===== config.mk =====
export PLATFORM = sky130hd
export DESIGN_NAME = ram_initiator
export DESIGN_NICKNAME = d
export VERILOG_FILES = /design/src/rtl/ram_init_pkg.sv /design/src/rtl/ram_load_extend.sv /design/src/rtl/ram_initiator.sv
export SDC_FILE = /design/constraint.sdc
export NUM_CORES = 1
export LEC_CHECK = 0
export ABC_AREA = 1
export CORE_AREA = 2 2 184 186
export CTS_BUF_LIST = sky130_fd_sc_hd__clkbuf_8
export DETAILED_ROUTE_END_ITERATION = 8
export DIE_AREA = 0 0 186 188
export GPL_ROUTABILITY_DRIVEN = 1
export PLACE_DENSITY_LB_ADDON = 0.08
export SYNTH_ARGS = -nofsm -noshare
export SYNTH_HDL_FRONTEND = slang
export SYNTH_HIERARCHICAL = 1
export SYNTH_SLANG_ARGS = --single-unit

===== constraint.sdc =====
create_clock -name ACLK -period 3 [get_ports ACLK]
set_input_delay 0.45 -clock ACLK [delete_from_list [all_inputs] [get_ports ACLK]]
set_output_delay 0.45 -clock ACLK [all_outputs]
set_load 0.005 [all_outputs]

===== src/rtl/ram_init_pkg.sv =====
// ram_init_pkg: shared types and constants for the RAM initiator.
//   - state_e     : initiator FSM state encoding
//   - SIZE_*      : request size codes (byte/half/word/dword)
//   - STRB_*      : one-hot size strobes driven on RamWriteStrb
//   - req_ctl_t   : request attributes kept for the life of a transaction
//   - TIMEOUT_CYCLES_DEFAULT : default WAIT timeout (used with RAM_INIT_TIMEOUT_EN)
package ram_init_pkg;

  localparam int unsigned XLEN                   = 64;
  localparam int unsigned SIZE_BITS              = 2;
  localparam int unsigned STRB_BITS              = 4;
  localparam int unsigned TMO_CNT_W              = 16;
  localparam int unsigned TIMEOUT_CYCLES_DEFAULT = 1024;

  typedef enum logic [1:0] {
    ST_IDLE  = 2'd0,
    ST_ISSUE = 2'd1,
    ST_WAIT  = 2'd2,
    ST_RESP  = 2'd3
  } state_e;

  localparam logic [SIZE_BITS-1:0] SIZE_B = 2'd0;
  localparam logic [SIZE_BITS-1:0] SIZE_H = 2'd1;
  localparam logic [SIZE_BITS-1:0] SIZE_W = 2'd2;
  localparam logic [SIZE_BITS-1:0] SIZE_D = 2'd3;

  localparam logic [STRB_BITS-1:0] STRB_B = 4'h1;
  localparam logic [STRB_BITS-1:0] STRB_H = 4'h2;
  localparam logic [STRB_BITS-1:0] STRB_W = 4'h4;
  localparam logic [STRB_BITS-1:0] STRB_D = 4'h8;

  // Attributes needed after the request handshake to steer completion.
  typedef struct packed {
    logic                 write;
    logic [SIZE_BITS-1:0] size;
    logic                 sext;
  } req_ctl_t;

  // Size code to one-hot strobe.
  function automatic logic [STRB_BITS-1:0] size_to_strb(input logic [SIZE_BITS-1:0] size);
    logic [STRB_BITS-1:0] strb;
    case (size)
      SIZE_B:  strb = STRB_B;
      SIZE_H:  strb = STRB_H;
      SIZE_W:  strb = STRB_W;
      default: strb = STRB_D;
    endcase
    return strb;
  endfunction

endpackage


===== src/rtl/ram_load_extend.sv =====
// ram_load_extend: combinational load-data extraction and extension.
// Takes the low 8/16/32/64 bits of the RAM word according to the size
// code and fills the upper bits with the field's top bit (sign) or zero.
// Ports:
//   data_i [63:0] : raw RAM read data
//   size_i [1:0]  : 0 byte, 1 half, 2 word, 3 dword
//   sign_i        : 1 sign-extends, 0 zero-extends
//   data_o [63:0] : extended result
module ram_load_extend
  import ram_init_pkg::*;
(
  input  logic [XLEN-1:0]      data_i,
  input  logic [SIZE_BITS-1:0] size_i,
  input  logic                 sign_i,
  output logic [XLEN-1:0]      data_o
);

  always_comb begin
    data_o = data_i;
    case (size_i)
      SIZE_B:  data_o = {{56{sign_i & data_i[7]}},  data_i[7:0]};
      SIZE_H:  data_o = {{48{sign_i & data_i[15]}}, data_i[15:0]};
      SIZE_W:  data_o = {{32{sign_i & data_i[31]}}, data_i[31:0]};
      default: data_o = data_i;
    endcase
  end

endmodule


===== src/rtl/ram_initiator.sv =====
// ram_initiator: converts single LSU load/store requests into one-cycle
// RAM read/write enable pulses, waits for the RAM ready, and returns the
// extended load data (or a store acknowledge) on a valid/ready channel.
// Optional feature macro: RAM_INIT_TIMEOUT_EN -- when defined, a WAIT
// that lasts TIMEOUT_CYCLES cycles without the matching ready ends with
// an error response (RspError = 1, RspData = 0).
// Ports:
//   ACLK, ARESETn                 : clock, synchronous active-low reset
//   ReqValid/ReqReady             : request handshake (ReqReady decodes IDLE)
//   ReqWrite, ReqAddr, ReqWData,
//   ReqSize, ReqSignExt           : request payload
//   RspValid/RspReady             : response handshake
//   RspData, RspError             : response payload
//   RamReadAddr, RamWriteAddr,
//   RamWriteData, RamWriteStrb    : RAM command payload (0 when unused)
//   ReadEnable, WriteEnable       : one-cycle RAM command pulses
//   RamReadData, RamReadReady,
//   RamWriteReady                 : RAM completion
module ram_initiator
  import ram_init_pkg::*;
#(
  parameter int unsigned TIMEOUT_CYCLES = TIMEOUT_CYCLES_DEFAULT
) (
  input  logic                 ACLK,
  input  logic                 ARESETn,
  input  logic                 ReqValid,
  output logic                 ReqReady,
  input  logic                 ReqWrite,
  input  logic [XLEN-1:0]      ReqAddr,
  input  logic [XLEN-1:0]      ReqWData,
  input  logic [SIZE_BITS-1:0] ReqSize,
  input  logic                 ReqSignExt,
  output logic                 RspValid,
  input  logic                 RspReady,
  output logic [XLEN-1:0]      RspData,
  output logic                 RspError,
  output logic [XLEN-1:0]      RamReadAddr,
  output logic [XLEN-1:0]      RamWriteAddr,
  output logic [XLEN-1:0]      RamWriteData,
  output logic [STRB_BITS-1:0] RamWriteStrb,
  output logic                 ReadEnable,
  output logic                 WriteEnable,
  input  logic [XLEN-1:0]      RamReadData,
  input  logic                 RamReadReady,
  input  logic                 RamWriteReady
);

  state_e                state_q;
  req_ctl_t              req_q;
  logic                  rd_en_q;
  logic                  wr_en_q;
  logic [XLEN-1:0]       rd_addr_q;
  logic [XLEN-1:0]       wr_addr_q;
  logic [XLEN-1:0]       wr_data_q;
  logic [STRB_BITS-1:0]  wr_strb_q;
  logic                  rsp_valid_q;
  logic [XLEN-1:0]       rsp_data_q;
  logic                  rsp_err_q;

  logic [XLEN-1:0]       load_ext_d;
  logic                  done_c;
  logic                  tmo_hit_c;

  // Extension of the live RAM data; sampled into RspData on read completion.
  ram_load_extend u_load_extend (
    .data_i (RamReadData),
    .size_i (req_q.size),
    .sign_i (req_q.sext),
    .data_o (load_ext_d)
  );

  // Only the ready matching the transaction direction completes it.
  assign done_c = req_q.write ? RamWriteReady : RamReadReady;

`ifdef RAM_INIT_TIMEOUT_EN
  logic [TMO_CNT_W-1:0] tmo_cnt_q;

  // Counts completed WAIT cycles; expiry is the TIMEOUT_CYCLES-th WAIT cycle.
  assign tmo_hit_c = (state_q == ST_WAIT) &&
                     (tmo_cnt_q == TMO_CNT_W'(TIMEOUT_CYCLES - 32'd1));

  // WAIT cycle counter; cleared in every other state.
  always_ff @(posedge ACLK) begin
    if (!ARESETn) begin
      tmo_cnt_q <= '0;
    end else if (state_q == ST_WAIT) begin
      tmo_cnt_q <= tmo_cnt_q + TMO_CNT_W'(1);
    end else begin
      tmo_cnt_q <= '0;
    end
  end
`else
  logic [31:0] unused_timeout_cycles;

  assign unused_timeout_cycles = 32'(TIMEOUT_CYCLES);
  assign tmo_hit_c             = 1'b0;
`endif

  // Request acceptance decodes the state directly.
  assign ReqReady = (state_q == ST_IDLE);

  // Initiator FSM with registered RAM command and response outputs.
  always_ff @(posedge ACLK) begin
    if (!ARESETn) begin
      state_q     <= ST_IDLE;
      req_q       <= '0;
      rd_en_q     <= 1'b0;
      wr_en_q     <= 1'b0;
      rd_addr_q   <= '0;
      wr_addr_q   <= '0;
      wr_data_q   <= '0;
      wr_strb_q   <= '0;
      rsp_valid_q <= 1'b0;
      rsp_data_q  <= '0;
      rsp_err_q   <= 1'b0;
    end else begin
      // Enables are single-cycle pulses.
      rd_en_q <= 1'b0;
      wr_en_q <= 1'b0;
      case (state_q)
        ST_IDLE: begin
          if (ReqValid) begin
            req_q.write <= ReqWrite;
            req_q.size  <= ReqSize;
            req_q.sext  <= ReqSignExt;
            rd_en_q     <= !ReqWrite;
            wr_en_q     <= ReqWrite;
            rd_addr_q   <= ReqWrite ? '0 : ReqAddr;
            wr_addr_q   <= ReqWrite ? ReqAddr : '0;
            wr_data_q   <= ReqWrite ? ReqWData : '0;
            wr_strb_q   <= ReqWrite ? size_to_strb(ReqSize) : '0;
            state_q     <= ST_ISSUE;
          end
        end
        ST_ISSUE: begin
          state_q <= ST_WAIT;
        end
        ST_WAIT: begin
          // A ready coinciding with expiry takes priority over the timeout.
          if (done_c || tmo_hit_c) begin
            rsp_valid_q <= 1'b1;
            rsp_data_q  <= (done_c && !req_q.write) ? load_ext_d : '0;
            rsp_err_q   <= !done_c;
            rd_addr_q   <= '0;
            wr_addr_q   <= '0;
            wr_data_q   <= '0;
            wr_strb_q   <= '0;
            state_q     <= ST_RESP;
          end
        end
        ST_RESP: begin
          if (RspReady) begin
            rsp_valid_q <= 1'b0;
            rsp_data_q  <= '0;
            rsp_err_q   <= 1'b0;
            state_q     <= ST_IDLE;
          end
        end
        default: begin
          state_q <= ST_IDLE;
        end
      endcase
    end
  end

  assign ReadEnable   = rd_en_q;
  assign WriteEnable  = wr_en_q;
  assign RamReadAddr  = rd_addr_q;
  assign RamWriteAddr = wr_addr_q;
  assign RamWriteData = wr_data_q;
  assign RamWriteStrb = wr_strb_q;
  assign RspValid     = rsp_valid_q;
  assign RspData      = rsp_data_q;
  assign RspError     = rsp_err_q;

endmodule


# After elaboration in Yosys (flattened, before gate mapping)
# Index checks and enable logic that the tools add are counted.
# Widths: inputs -> output; s select.
# totals
reg_bits	270
inputBits	202
out_inout_bits	265
word_cells	70
# classes
n_eq_ne	10
mux	30
bitwise	3
n_reduce_logical	14
# op_table
operator	n
$mux 64	10
$pmux 64 s2	4
$pmux 64 s3	1
$mux 4	3
$pmux 4 s3	1
$reduce_and 3->1	4
$eq 2x2->1 const B	4
$pmux 2 s4	1
$pmux 4 s2	1
$eq 2x1->1 const B	3
$logic_not 2->1	3
$mux 2	3
$ne 2x2->1 const B	3
$mux 1	4
$pmux 1 s2	2
$reduce_bool 2->1	2
$and 1x1->1	3
$logic_not 1->1	3
$reduce_and 2->1	1
$logic_and 1x1->1	1

# Logic depth before layout (Yosys ltp)
# Gate-level depths: netlist of the first run.
# logic_depth
depth_word	5
ltp_mapped	11
depth_no_buf	9

# By module
# Netlist of the first run, hierarchy kept.
# modules_own_cells
mod	n_inst	cells_each	area_per_inst_um2	seq_area_each_um2
ram_initiator	1	1893	11945.2	5405.2
ram_load_extend	1	155	844.6	0.0

# Least setup slack after synthesis of the first run
# No wires, ideal clock.
# synth_path
kind	register to register
start	register state_q[0]
end	register rd_addr_q[0], in the netlist RamReadAddr[0]
setup_ns	0.112
t_arrival_ns	1.647
required_ns	2.888
slack_ns	1.241
path_stages_with_launch	11
n_path_buf	2
synth_period_minus_slack_ns	1.759
path_cell_list	dfxtp_1 -> inv_1 -> ha_1 -> inv_1 -> nor2_1 -> a21oi_4 -> buf_2 -> buf_1 -> nand3_1 -> nand2_1 -> nor2_1
# synth_between
elab_chain_cells	3
elab_cells_between_ends	7
cone_classes	eq/ne: 3; mux: 1; reduce/logical: 3
# synth_rtl
element	line_no	source
start, declared	ram_initiator.sv:48	state_e state_q;
start signal, assigned	ram_initiator.sv:105	state_q <= ST_IDLE;
start signal, assigned	ram_initiator.sv:132	state_q <= ST_ISSUE;
start signal, assigned	ram_initiator.sv:136	state_q <= ST_WAIT;
$logic_not 2->1 *	-	
via ReqReady	ram_initiator.sv:27	output logic ReqReady,
$ne 2x2->1 (no source line) or $reduce_bool 2->1 (tied branches)	-	
$reduce_and 3->1 (no source line)	-	
end signal, assigned	ram_initiator.sv:128	rd_addr_q <= ReqWrite ? '0 : ReqAddr;
end, declared	ram_initiator.sv:52	logic [XLEN-1:0] rd_addr_q;
# Mark *: on every way through the listed nets, which the timed path passes. The rest lies on a longest branch.
# A chain may end at the register's enable or synchronous reset.

# Worst setup path after layout of the first run
# layout_path
start	register state_q[0]
end	register wr_addr_q[11], in the netlist RamWriteAddr[11]
# layout_between
elab_chain_cells	3
elab_cells_between_ends	7
cone_classes	eq/ne: 3; mux: 1; reduce/logical: 3
# layout_rtl
element	line_no	source
$eq 2x2->1 or $logic_not 2->1 (tied branches)	ram_initiator.sv:120	case (state_q)
$ne 2x2->1 (no source line) or $reduce_bool 2->1 (tied branches)	-	
$reduce_and 3->1 (no source line)	-	
end signal, assigned	ram_initiator.sv:129	wr_addr_q <= ReqWrite ? ReqAddr : '0;
end, declared	ram_initiator.sv:53	logic [XLEN-1:0] wr_addr_q;
# Parallel ways exist; a longest one is shown, timed or not.

==> metrics.md, run 1 <==
| Metric | Value |
|---|---|
| Outcome | `finished clean` |
| Grt total ovfl | `0` |
| All-Layer GR Usage | `between 20% and 30%` |
| Worst hold stages | `2` |
| Largest net degree at the start of global routing | `between 150 and 200` |
| Tcrit/Tclk final | `approximately four fifths` |
| Hold crit path type | `reg -> reg` |
| H-tree depth | `2` |
| CP endpoint kind | `flop` |
| Comb power frac | `between 50% and 60%` |
| Flop pwr share | `between 20% and 30%` |
| Clock Latency Late Sink | `just under 0.6 ns` |
| Net count after synthesis | `around 2300` |
| Data required, critical path | `3.47 ns` |
| Hold_sp | `RspError` |
| Fin cells | `just under 3000` |
| First-pass GRT wire length | `slightly below 70000 um` |
| Clock transition at path regs | `about 0.06 ns` |
| Antenna viol nets, final | `0` |
| Vias/cell | `approximately 4.7` |
| Slew margin rel. | `around a third` |
| Reg-to-reg setup timing slack | `between 0.5 and 0.6 ns` |
| Fmax | `a little over 400 MHz` |
| Net Sw Frac | `between 40% and 50%` |
| Post-place setup slack | `between 0.6 and 0.7 ns` |
| Die width | `between 150 and 200 um` |
| Int Power | `approximately 0.013 W` |
| Gpl congestion | `between 0.8 and 0.9` |
| Vias post-DR | `between 10000 and 15000` |
| Initial antenna violation count | `5` |
| Post-synthesis cell count | `2048` |
| IO Count | `around 470` |
| Data arrival, critical path | `between 2 and 3 ns` |
| Bufs on Longest Clock Path | `3` |
| Die height | `approximately 190 um` |
| Nets | `2628` |
| Critical setup path kind | `reg -> reg` |
| Top cells by area, synth | `dfxtp_1 (42%), nor2_1 (17%), nand2_1 (16%)` |
| Yosys reg bits | `270` |
| Yosys top cell area share | `between 40% and 50%` |
| Switch Pwr | `roughly 0.0090 W` |
| Mapped Area | `around 0.013 mm^2` |
| Leak | `~8.7 nW` |
| Worst-case reg-to-reg path depth | `8` |
| Final setup viols | `0` |
| Initial Util | `between 30% and 40%` |
| Fin util | `between 50 and 60%` |
| Type of origin of the critical path | `flop` |
| Routed wire per std cell | `between 15 and 20 um` |
| Half-perimeter wire length after placement | `28900 um` |
| Hold Fails Final Rpt | `0` |
| Main flop type after synthesis | `dfxtp_1` |
| Hold buffers post-CTS | `0` |
| PortBufs | `466` |
| Clock share of power | `15.7%` |
| Gates resized, CTS repair | `0` |
| DRT Wirelength | `44100 um` |
| Mean post-synth cell area | `6.25 um^2` |
| Post CTS Setup Buffer Count | `0` |
| Layout Skew | `0.0173 ns` |
| Worst r2r src | `state_q[0]` |
| CTS buffer count | `slightly below 50` |
| Row count | `67` |
| Max_cap viols | `0` |
| Hold Slack | `roughly 0.46 ns` |
| Post-route worst setup slack | `approximately 0.55 ns` |
| Sequential-to-total area share from yosys stat | `a little over two fifths` |
| Worst R2R End | `RamWriteAddr[11]` |
| Min Tclk post-route | `2.45 ns` |
| Post-synthesis async set-or-reset flop share | `0%` |
| Slew @ Worst Pin | `between 1 and 1.5 ns` |
| Number of global-route vias before repair | `roughly 13000` |
| Die area | `between 0.03 and 0.04 mm^2` |
| Remaining DRCs | `0` |
| RSZ-0062 raised after global routing | `no` |
| Maximum VDD drop | `936 uV` |
| Synth warn | `6` |
| Number of synthesized flops with an enable pin | `0` |
| Distinct cells, synth | `21` |
| Core box area | `0.0331 mm^2` |
| Commonest cells post-synth | `nor2_1 (587), nand2_1 (557), dfxtp_1 (270)` |
| Root buffer cell | `clkbuf_8` |
| Pins Over Slew Limit | `0` |
| Yosys top cell by area | `dfxtp_1` |
| # clock sinks | `between 200 and 300` |
| 1st-pass router iterations | `5` |
| Inst Count DP | `2819` |
| Crit path max fanout | `just under 200` |
| Most common cell in the netlist | `nor2_1` |
| Layout cells sized above 1 | `4.40%` |
| Layout fillers | `between 3000 and 4000` |
| Sum of negative setup slack | `0 ns` |
| CTS tree | `yes` |
| Hold endpoint | `RspError` |
| Starting DRT DRC Count | `930` |
| Synth-to-layout area growth | `45.5%` |
| PD cells | `around 1200 mW/mm^2` |
-- metrics by stage --
stage	instance area (um^2)	power [W]
after floorplan	12800	0.0130
after global placement	17600	0.0183
after detailed placement	17600	0.0184
after CTS	18600	0.0220
after global routing	18600	0.0238
final	18600	0.0218
-- sequential cells by signal, summed over array words and instances, names as in the netlist --
name          flops
RspData          64
req_q             4
RamWriteStrb      4
state_q           2
RspValid          1
WriteEnable       1
RamWriteAddr     64
RamWriteData     64
RspError          1
RamReadAddr      64
ReadEnable        1
-- critical path, cell delays in order (launching register included) --
cell	delay, ns
dfxtp_1	0.31
inv_1	0.12
ha_1	0.43
inv_2	0.15
a21oi_4	0.19
buf_12	0.50
nand3_1	0.18
nand2_1	0.13
nor2_1	0.05
-- routing by layer --
| layer | share of wire (%) | GRT usage, % | up-vias |
|---|---|---|---|
| met5 | 0.020 | 0 | - |
| met4 | 3.6 | 9.81 | 2 |
| met3 | 9.2 | 8.51 | 86 |
| met2 | 46 | 39.8 | 447 |
| met1 | 41 | 28.7 | 6034 |
| li1 | - | - | 6997 |
-- power groups by stage --
stage | logic [W] | clock network, W | registers (W)
finish | 0.0121 | 0.00343 | 0.00624
global route | 0.0137 | 0.00369 | 0.00644
CTS | 0.0122 | 0.00355 | 0.00624
detailed placement | 0.0121 | 0 | 0.00627
global placement | 0.0121 | 0 | 0.00623
floorplan | 0.00661 | 0 | 0.00636
-- cells in the final DEF, fill, tap and decap left out --
cell	instances
inv_1	160
nor2_1	585
ha_1	4
nand3_4	2
diode_2	3
nand4_1	43
buf_12	17
or2_2	1
clkinv_2	2
nand4_2	1
a21oi_4	1
dfxtp_1	269
nand3_1	252
buf_4	8
nand2_1	556
o21ai_0	11
clkbuf_8	65
nor2_4	2
dfxtp_2	1
nor2_2	1
nand2_2	1
a21oi_1	2
inv_2	3
a31o_2	1
clkinvlp_4	1
clkdlybuf4s50_1	465
inv_6	1
-- kinds of logic (layout without fill, tap and decap cells) --
family / Yosys count / in the layout / share of synthesized area (%)
flops: 270 / 270 / 42.3
other cells: 0 / 3 / 0
compound gates: 15 / 15 / 0.704
buf+inv: 315 / 722 / 10.8
simple gates: 1444 / 1444 / 45.9
fa+ha+maj: 4 / 4 / 0.391
-- worst max path at each step --
stage / from / to / slack [ns] / depth (start not counted)
2_1_floorplan: state_q[0] / RamReadAddr[0] / 1.24 / 10
3_3_place_gp: ReqValid / RamWriteAddr[61] / 0.64 / 7
3_5_place_dp: ReqValid / RamWriteAddr[61] / 0.62 / 7
4_1_cts: state_q[0] / RamWriteAddr[61] / 0.61 / 8
5_1_grt: state_q[0] / RamReadAddr[6] / 0.37 / 8
6_report: state_q[0] / RamWriteAddr[11] / 0.55 / 8
-- final cells by class --
type | count | area, um^2 | share of cell area, %
multi-input combinational | 1463 | 6040 | 32.5
sequential | 270 | 5410 | 29.1
timing repair buffer | 491 | 5070 | 27.2
clock buffer | 64 | 881 | 4.73
tap | 448 | 561 | 3.01
inverter | 147 | 557 | 2.99
clock inverter | 20 | 81.3 | 0.437
antenna | 3 | 7.51 | 0.0404
No activity file was read; power rests on OpenSTA's default activity.
==> run 2, diff against run 1 <==
--- a/config.mk
+++ b/config.mk
@@ -6,10 +6,10 @@
 export NUM_CORES = 1
 export LEC_CHECK = 0
 export ABC_AREA = 1
-export CORE_AREA = 2 2 184 186
+export CORE_AREA = 2 2 180 182
 export CTS_BUF_LIST = sky130_fd_sc_hd__clkbuf_8
 export DETAILED_ROUTE_END_ITERATION = 8
-export DIE_AREA = 0 0 186 188
+export DIE_AREA = 0 0 182 184
 export GPL_ROUTABILITY_DRIVEN = 1
 export PLACE_DENSITY_LB_ADDON = 0.08
 export SYNTH_ARGS = -nofsm -noshare
==> constraint.sdc (replaced) <==
create_clock -name ACLK -period 2.55 [get_ports ACLK]
set_input_delay 0.3825 -clock ACLK [delete_from_list [all_inputs] [get_ports ACLK]]
set_output_delay 0.3825 -clock ACLK [all_outputs]
set_load 0.005 [all_outputs]
==> metrics.md, run 2 (synthesized netlist as in run 1, its figures left out) <==
| Metric | Value |
|---|---|
| Outcome | `finished clean` |
| Clock Latency Late Sink | `0.57 ns (-0.02 ns)` |
| Half-perimeter wire length after placement | `29500 um (+2.3%)` |
| Gpl congestion | `0.832 (-2.3%)` |
| Type of origin of the critical path | `flop` |
| Die width | `182 um (-2.2%)` |
| Slew margin rel. | `66.4% (+35 points)` |
| 1st-pass router iterations | `8 (+3)` |
| Met1 Track Usage GR | `30.0% (+1.3 points)` |
| Maximum VDD drop | `875 uV (-6.5%)` |
| Inst Count DP | `2778 (-1.5%)` |
| Clock transition at path regs | `0.06 ns (about the same)` |
| Routed wire per std cell | `15.5 um (+2.4%)` |
| Net Sw Frac | `41.2% (about the same)` |
| Grt total ovfl | `0 (unchanged)` |
| All-Layer GR Usage | `25.4% (+1.2 points)` |
| Max_cap viols | `0 (unchanged)` |
| Sum of negative setup slack | `0 ns (unchanged)` |
| DRT Wirelength | `44600 um (+1.1%)` |
| Fmax | `about 460 MHz` |
| Initial antenna violation count | `7 (+2)` |
| Bufs on Longest Clock Path | `3 (unchanged)` |
| Initial Util | `40.7% (+2.1 points)` |
| Root buffer cell | `clkbuf_8` |
| Layout fillers | `2992 (-8.6%)` |
| Min Tclk post-route | `2.19 ns` |
| PD cells | `1380 mW/mm^2 (+18%)` |
| Data arrival, critical path | `1.81 ns (-1.11 ns)` |
| Post CTS Setup Buffer Count | `0 (unchanged)` |
| Data required, critical path | `2.17 ns (-1.30 ns)` |
| Vias/cell | `4.80 (+2.9%)` |
| Hold crit path type | `in -> reg` |
| Fin cells | `2871 (-1.2%)` |
| Die area | `0.0335 mm^2 (-4.2%)` |
| Switch Pwr | `0.0106 W (+18%)` |
| # clock sinks | `270 (unchanged)` |
| Commonest non-fill, non-tap cell in the layout | `nor2_1` |
| CTS buffer count | `49 (unchanged)` |
| Global routing usage on met3 | `8.72% (+0.21 points)` |
| Critical setup path kind | `reg -> out` |
| Clock share of power | `15.9% (+0.2 points)` |
| Antenna viol nets, final | `0 (unchanged)` |
| Hold buffers post-CTS | `0 (unchanged)` |
| Hold Fails Final Rpt | `0 (unchanged)` |
| Remaining DRCs | `0 (unchanged)` |
| Flop pwr share | `28.8% (about the same)` |
| Crit path max fanout | `4 (-98%)` |
| Leak | `8.70 nW (+0.45%)` |
| First-pass GRT wire length | `68900 um (+1.7%)` |
| Most Crowded Layer GR | `met2` |
| Pins Over Slew Limit | `0 (unchanged)` |
| CTS tree | `yes` |
| Layout Skew | `0.0185 ns (+0.00117 ns)` |
| Final setup viols | `0 (unchanged)` |
| FF/Latch Area | `0.00541 mm^2 (unchanged)` |
| CP endpoint kind | `output pin` |
| Gates resized, CTS repair | `0 (unchanged)` |
| Slew @ Worst Pin | `0.504 ns (-0.524 ns)` |
| Most frequent cells in the layout | `nor2_1 (585), nand2_1 (556), clkdlybuf4s50_1 (465)` |
| Area of the multi-input gates | `0.00604 mm^2 (unchanged)` |
| Die height | `184 um (-2.1%)` |
| Vias post-DR | `13800 (+1.6%)` |
| Power, Total | `0.0258 W (+18%)` |
| Nets | `2633 (+0.19%)` |
| Tcrit/Tclk final | `85.9%` |
| Largest net degree at the start of global routing | `105 (-47%)` |
| RSZ-0062 raised after global routing | `no` |
| H-tree depth | `2 (unchanged)` |
| Synth-to-layout area growth | `45.6%` |
| Int Power | `0.0152 W (+18%)` |
| Comb power frac | `55.3% (-0.3 points)` |
| Core box area | `0.0314 mm^2 (-5.2%)` |
| IO Count | `467 (unchanged)` |
| Starting DRT DRC Count | `925 (-0.54%)` |
| M2 GR Usage | `41.9% (+2.1 points)` |
| Layout cells sized above 1 | `4.75% (+0.35 points)` |
| Number of global-route vias before repair | `12900 (+1.9%)` |
| PortBufs | `466 (unchanged)` |
| Row count | `65 (-3.0%)` |
-- run 2: cell types whose count changed in the layout (fill, tap and decap cells not counted) --
cell,delta
buf_4,+4
clkinv_2,+4
clkbuf_8,-3
diode_2,+3
buf_12,+1
bufinv_16,+1
clkinvlp_4,+1
inv_1,-1
inv_8,+1
-- run 2: cell type report --
cell class | instances | share of cell area, %
Multi-Input combinational cell | 1463 | 32.4
Sequential cell | 270 | 29.0
Timing Repair Buffer | 496 | 27.5
Clock buffer | 61 | 4.51
Inverter | 147 | 2.99
Tap cell | 402 | 2.70
Clock inverter | 26 | 0.786
Antenna cell | 6 | 0.0806
-- run 2: worst max-delay path, cell delays in order (launching register included) --
cell	delay, ns
dfxtp_1	0.32
inv_1	0.11
ha_1	0.24
clkdlybuf4s50_1	0.58
-- run 2: final timing paths --
| path | start | end | slack (ns) | cells after the start |
|---|---|---|---|---|
| max reg2reg | state_q[0] | RamWriteData[5] | 0.44 | 8 |
| max | state_q[0] | ReqReady | 0.36 | 3 |
| min reg2reg | RspError | RspError | 0.46 | 2 |
| min | ARESETn | RamWriteAddr[44] | 0.31 | 3 |
-- run 2: stage by stage --
stage	hold WS, ns	cell area (um^2)	worst slack [ns]	utilization, %
2_1_floorplan	0.449	12800	0.791	-
3_3_place_gp	0.446	17600	0.481	56.1
3_5_place_dp	0.455	17600	0.427	56.1
4_1_cts	0.279	18600	0.314	59.3
5_1_grt	0.308	18600	0.229	59.3
6_report	0.306	18600	0.360	59.3
-- run 2: power groups by stage --
stage               sequential, W  combinational, W  clock, W
finish                    0.00743            0.0143   0.00410
global route              0.00766            0.0160   0.00442
CTS                       0.00743            0.0144   0.00423
detailed placement        0.00746            0.0143         0
global placement          0.00743            0.0141         0
floorplan                 0.00749           0.00777         0
-- run 2: layer usage --
layer / share of wire, % / vias up
met3: 9.3 / 84
met5: 0.029 / -
met1: 40 / 6213
met4: 3.4 / 2
met2: 47 / 479
li1: - / 7009
==> run 3, diff against run 2 <==
--- a/config.mk
+++ b/config.mk
@@ -6,12 +6,14 @@
 export NUM_CORES = 1
 export LEC_CHECK = 0
 export ABC_AREA = 1
+export CAP_MARGIN = 20
 export CORE_AREA = 2 2 180 182
 export CTS_BUF_LIST = sky130_fd_sc_hd__clkbuf_8
 export DETAILED_ROUTE_END_ITERATION = 8
 export DIE_AREA = 0 0 182 184
 export GPL_ROUTABILITY_DRIVEN = 1
 export PLACE_DENSITY_LB_ADDON = 0.08
+export REMOVE_ABC_BUFFERS = 1
 export SYNTH_ARGS = -nofsm -noshare
 export SYNTH_HDL_FRONTEND = slang
 export SYNTH_HIERARCHICAL = 1
==> metrics.md, run 3 (synthesized netlist as in run 1, its figures left out) <==
| Metric | Value |
|---|---|
| Antenna Cells | `0 (-6)` |
| Hold Slack | `0.397 ns (+0.0915 ns)` |
| Layout Skew | `0.0189 ns (+0.000375 ns)` |
| Maximum VDD drop | `1170 uV (+34%)` |
| Final setup viols | `0 (unchanged)` |
| Commonest non-fill, non-tap cell in the layout | `nor2_1` |
| Initial antenna violation count | `3 (-4)` |
| All-Layer GR Usage | `25.6% (+0.21 points)` |
| Core box area | `0.0314 mm^2 (unchanged)` |
| Largest stage delay, worst path | `0.47 ns (-0.11 ns)` |
| Bufs on Longest Clock Path | `3 (unchanged)` |
| Layout fillers | `2986 (-0.20%)` |
| Crit path max fanout | `153 (+149)` |
| Die area | `0.0335 mm^2 (unchanged)` |
| Synth-to-layout area growth | `45.5%` |
| CTS buffer count | `48 (-2.0%)` |
| Gpl congestion | `0.834 (+0.16%)` |
| Starting DRT DRC Count | `1094 (+18%)` |
| Slew margin rel. | `52.3% (-14 points)` |
| Nets | `2641 (+0.30%)` |
| Hold Fails Final Rpt | `0 (unchanged)` |
| Outcome | `finished clean` |
| Pins Over Slew Limit | `0 (unchanged)` |
| Largest net degree at the start of global routing | `154 (+47%)` |
| Grt total ovfl | `0 (unchanged)` |
| Routed wire per std cell | `15.4 um (-0.71%)` |
| Vias post-DR | `13800 (-0.24%)` |
| Fin util | `59.3% (-0.080 points)` |
| Crit-path cells | `inv_1, ha_1, inv_2, a21oi_4, buf_12, nand3_1, nand2_1, nor2_1` |
| Type of origin of the critical path | `flop` |
| RSZ-0062 raised after global routing | `no` |
| Slew @ Worst Pin | `0.715 ns (+0.211 ns)` |
| 1st-pass router iterations | `5 (-3)` |
| DRT Wirelength | `44300 um (-0.60%)` |
| Data arrival, critical path | `2.70 ns (+0.89 ns)` |
| IO Count | `467 (unchanged)` |
| # clock sinks | `270 (unchanged)` |
| PD cells | `1380 mW/mm^2 (-0.64%)` |
| PortBufs | `466 (unchanged)` |
| Post-place setup slack | `0.346 ns (-0.0806 ns)` |
| Hold crit path type | `in -> reg` |
| Initial Util | `40.7% (unchanged)` |
| First-pass GRT wire length | `69800 um (+1.2%)` |
| Clock transition at path regs | `0.06 ns (about the same)` |
| Tcrit/Tclk final | `88.2% (+2.3 points)` |
| Row count | `65 (unchanged)` |
| Post CTS Setup Buffer Count | `0 (unchanged)` |
| Remaining DRCs | `0 (unchanged)` |
| CTS tree | `yes` |
| Vias/cell | `4.79 (-0.34%)` |
| Critical setup path kind | `reg -> reg` |
| Reg-to-reg setup timing slack | `0.30 ns (-0.14 ns)` |
| Gates resized, CTS repair | `0 (unchanged)` |
| Max_cap viols | `0 (unchanged)` |
| Data required, critical path | `3.01 ns (+0.84 ns)` |
| Leak | `8.72 nW (+0.26%)` |
| Most frequent cells in the layout | `nor2_1 (585), nand2_1 (556), clkdlybuf4s50_1 (465)` |
| Die height | `184 um (unchanged)` |
| CP endpoint kind | `flop` |
| Fmax | `445 MHz (-2.6%)` |
| Hold buffers post-CTS | `0 (unchanged)` |
| Layout cells sized above 1 | `4.77% (+0.023 points)` |
| Post-route worst setup slack | `0.301 ns (-0.0589 ns)` |
| Min Tclk post-route | `2.25 ns (+0.0589 ns)` |
| Number of global-route vias before repair | `13100 (+1.4%)` |
| CP max-delay cell | `buf_12` |
| Root buffer cell | `clkbuf_8` |
| Half-perimeter wire length after placement | `29400 um (-0.36%)` |
| H-tree depth | `2 (unchanged)` |
| Clock Latency Late Sink | `0.57 ns (about the same)` |
| Antenna viol nets, final | `0 (unchanged)` |
| Die width | `182 um (unchanged)` |
-- run 3: cell types whose count changed in the layout (fill, tap and decap cells not counted) --
| cell | previous run | this run |
|---|---|---|
| clkinv_2 | 6 | 2 |
| clkinvlp_4 | 2 | 3 |
| clkbuf_8 | 62 | 59 |
| buf_12 | 18 | 17 |
| inv_1 | 159 | 167 |
| buf_4 | 12 | 22 |
| bufinv_16 | 1 | 0 |
| inv_8 | 1 | 0 |
| diode_2 | 6 | 0 |
-- run 3: layer usage --
layer,share of wire [%],up-vias,GRT usage [%]
met3,8.8,95,8.64
li1,-,7018,-
met4,3.3,4,9.52
met1,40,6206,30.1
met5,0.061,-,0
met2,48,431,43.4
-- run 3: worst max-delay path, delay by kind of cell, from the launching register on --
family	cells	cell delay, ns
compound gates	1	0.20
fa+ha+maj	1	0.42
buf+inv	3	0.74
flops	1	0.31
simple gates	3	0.31
-- run 3: area by class of cell --
cell class	count	area, um^2	area share, %
Clock buffer	58	798	4.29
Clock inverter	29	123	0.659
Inverter	147	557	2.99
Multi-Input combinational cell	1463	6040	32.5
Sequential cell	270	5410	29.1
Tap cell	402	503	2.70
Timing Repair Buffer	505	5170	27.8
-- run 3: path summary, 6_finish.rpt --
path	startpoint	to	cells after the start
min	ARESETn	RamWriteData[33]	3
min reg2reg	RspError	RspError	2
max reg2reg	state_q[0]	RamWriteData[1]	8
max	state_q[0]	RamWriteData[1]	8
-- run 3: per-stage QoR --
| step | area, um^2 | std cells | total power [W] | setup TNS (ns) |
|---|---|---|---|---|
| after global routing | 18600 | 2874 | 0.0280 | 0 |
| after global placement | 17700 | 2787 | 0.0215 | 0 |
| after CTS | 18600 | 2874 | 0.0259 | 0 |
| final | 18600 | 2874 | 0.0256 | 0 |
| after detailed placement | 17700 | 2787 | 0.0218 | 0 |
| after floorplan | 12000 | 1880 | 0.0152 | -1127.35 |
-- run 3: power by group --
part	switching (W)	internal, W
Combinational	0.00773	0.00663
Clock	0.00183	0.00205
Sequential	0.00107	0.00628
Total	0.0106	0.0150
==> RTL change (config.mk and constraints of run 2) <==
`SIZE_BITS`: 2 -> 4.
--- a/src/rtl/ram_init_pkg.sv
+++ b/src/rtl/ram_init_pkg.sv
@@ -9,3 +9,3 @@
   localparam int unsigned XLEN                   = 64;
-  localparam int unsigned SIZE_BITS              = 2;
+  localparam int unsigned SIZE_BITS              = 4;
   localparam int unsigned STRB_BITS              = 4;
Interface: changed (resized ReqSize); port bits go from 467 to 469. The function was not compared with the original's and may differ.
==> RTL change against run 2 <==
Core utilization down 1.1 points. Area after synthesis decreased by 1.9%. Setup slack better by 32 ps. Hold slack lost 150 ps. Critical path type unchanged. Sequential cell count up 2. Final area down 1.8%. Critical path depth stayed put. Total power decreased by 12%. Sequential power down 8.2%. Routed wire length fell by 2.3%. Via count decreased by 3.1%.
==> RTL change: results (changes against run 2) <==
[power_and_ir_drop]
p_leak_nw=7.78  ; was 8.70 nW
ir_drop_mv=0.897  ; was 0.875 mV

[route]
drt_iter0_drc=961  ; was 925
wl_per_cell_microns=16.1  ; was 15.5 microns
drt_first_pass_iters=5  ; was 8
viasPerCell=4.95  ; was 4.80

[setup_path]
cp_slowest_cell=clkdlybuf4s50_1  ; unchanged
critical-path-top-delay-family=buffers and inverters  ; unchanged
worstPathArrival_ps=1780  ; was 1810 ps
path_max_fanout=4  ; unchanged
slowest_delay_ps=570

[sta]
tightest_slew_ps=728  ; was 504 ps
skew_ps=22.9  ; was 18.5 ps

[hold_path]
hold_class=in2reg  ; unchanged

[global_route]
grt_max_degree=140  ; was 105
grt_pass1_vias=12500  ; was 12900
antenna_found_initial=9  ; was 7
grt_pass1_wl_microns=67300  ; was 68900 microns
grtUsageTotal_pct=24.8  ; was 25.4%
grt_overflow_total=0  ; unchanged

[clocking]
clockRootBuffer=clkbuf_8  ; unchanged
cts_setup_buffers=0  ; unchanged
clk_path_buf_depth=3  ; unchanged
cts_resized=0  ; unchanged
path_clk_slew_ps=60  ; about the same
clkLatencyLatePin_ps=570  ; about the same

[place]
pre_cts_slack_ps=412  ; was 427 ps
placed_cell_area_sq_um=17200  ; was 17600 sq um
dp_hpwl_microns=28300  ; was 29500 microns
port_buffers=468  ; was 466
place.gp.congestion=0.852  ; was 0.832

[final_layout]
fin_nets=2460  ; was 2633
drive_above_1_share_pct=5.81  ; was 4.75%

[outcome]
status=complete, no violations  ; unchanged

[synthesis]
ys_types=26  ; was 21
yosysSeqAreaShare_pct=43.4  ; was 42.3%
synthTopCellsByArea=dfxtp_1 (43%), nor2_1 (20%), o21ai_0 (6.8%), nand2_1 (5.9%), nand4_1 (4.8%)  ; was dfxtp_1 (42%), nor2_1 (17%), nand2_1 (16%), nand3_1 (9.9%), inv_1 (4.2%)
synth_fp_nets=2087  ; was 2254
synth_largest_area_cell=dfxtp_1  ; unchanged
ys_top_cells_by_count=nor2_1 (666), dfxtp_1 (272), nand2_1 (196), o21ai_0 (171), nand4_1 (97)  ; was nor2_1 (587), nand2_1 (557), dfxtp_1 (270), nand3_1 (253), inv_1 (143)
postSynth.asyncResetShare_pct=0  ; unchanged

==> RTL change: cell types whose count changed after synthesis, sizes merged, moves of 8 or more <==
cell	before	now
a21oi	3	70
clkbuf	62	70
inv	147	92
nand2	557	197
nand3	254	90
nand4	44	97
nor2	588	667
o21ai	11	207
==> RTL change: per-layer routing <==
metal | global-route usage, % | vias up | share of wire, % | wire length [microns]
met4 | 11.3 | 0 | 3.6 | 1570
met5 | 0 | - | 0 | 0
li1 | - | 6757 | - | -
met3 | 8.58 | 90 | 9.3 | 4050
met1 | 29.7 | 6008 | 41 | 18000
met2 | 40.0 | 506 | 46 | 19900
==> RTL change: worst reg2reg max path, cell delays in order, from the launching register on <==
cell     delay [ps]
dfxtp_1         370
inv_1            90
ha_1            210
inv_1           120
nor2_1           90
a21oi_4         170
nand2_4         150
inv_6           300
buf_4           300
nor2_1           70
nor2_1          120
==> RTL change: final timing paths <==
kind / slack (ps) / to / cells past startpoint / start
max reg2reg: 470 / RamWriteData[10] / 10 / state_q[1]
max: 390 / ReqReady / 3 / state_q[0]
min: 160 / WriteEnable / 3 / ReqWrite
min reg2reg: 460 / RspData[46] / 2 / RspData[46]
==> RTL change: power by group <==
group          internal [mW]  switching, mW  total (mW)
clock                   2.43           1.87        4.31
sequential              5.95          0.868        6.82
combinational           5.15           6.31        11.5
total                   13.5           9.06        22.6
==> RTL change: per-stage QoR <==
| stage | util [%] | hold slack, ps | cells | total power, mW |
|---|---|---|---|---|
| 3_3_place_gp | 54.8 | 451 | 2603 | 18.2 |
| 3_5_place_dp | 54.8 | 456 | 2603 | 18.4 |
| 5_1_grt | 58.3 | 170 | 2701 | 24.4 |
| 2_1_floorplan | - | 449 | 1879 | 13.3 |
| 6_report | 58.3 | 157 | 2701 | 22.6 |
| 4_1_cts | 58.2 | 132 | 2692 | 22.8 |
==> RTL change: area by class of cell <==
class                      instances  area (sq um)
timing repair buffer             499          5080
antenna                            9          22.5
sequential                       272          5450
fill                            3005         13100
clock inverter                    19          92.6
clock buffer                      70           963
inverter                          92           350
tap                              402           503
multi-input combinational       1338          5830
==> RTL change: cells by family after synthesis <==
logic type,count (synthesis),share of synthesized area (%)
AND/OR/NAND/NOR,1056,34.7
AO/OA/AOI/OAI,278,11.2
flip-flops,272,43.4
buffers and inverters,269,10.3
adder cells (fa/ha/maj),4,0.399
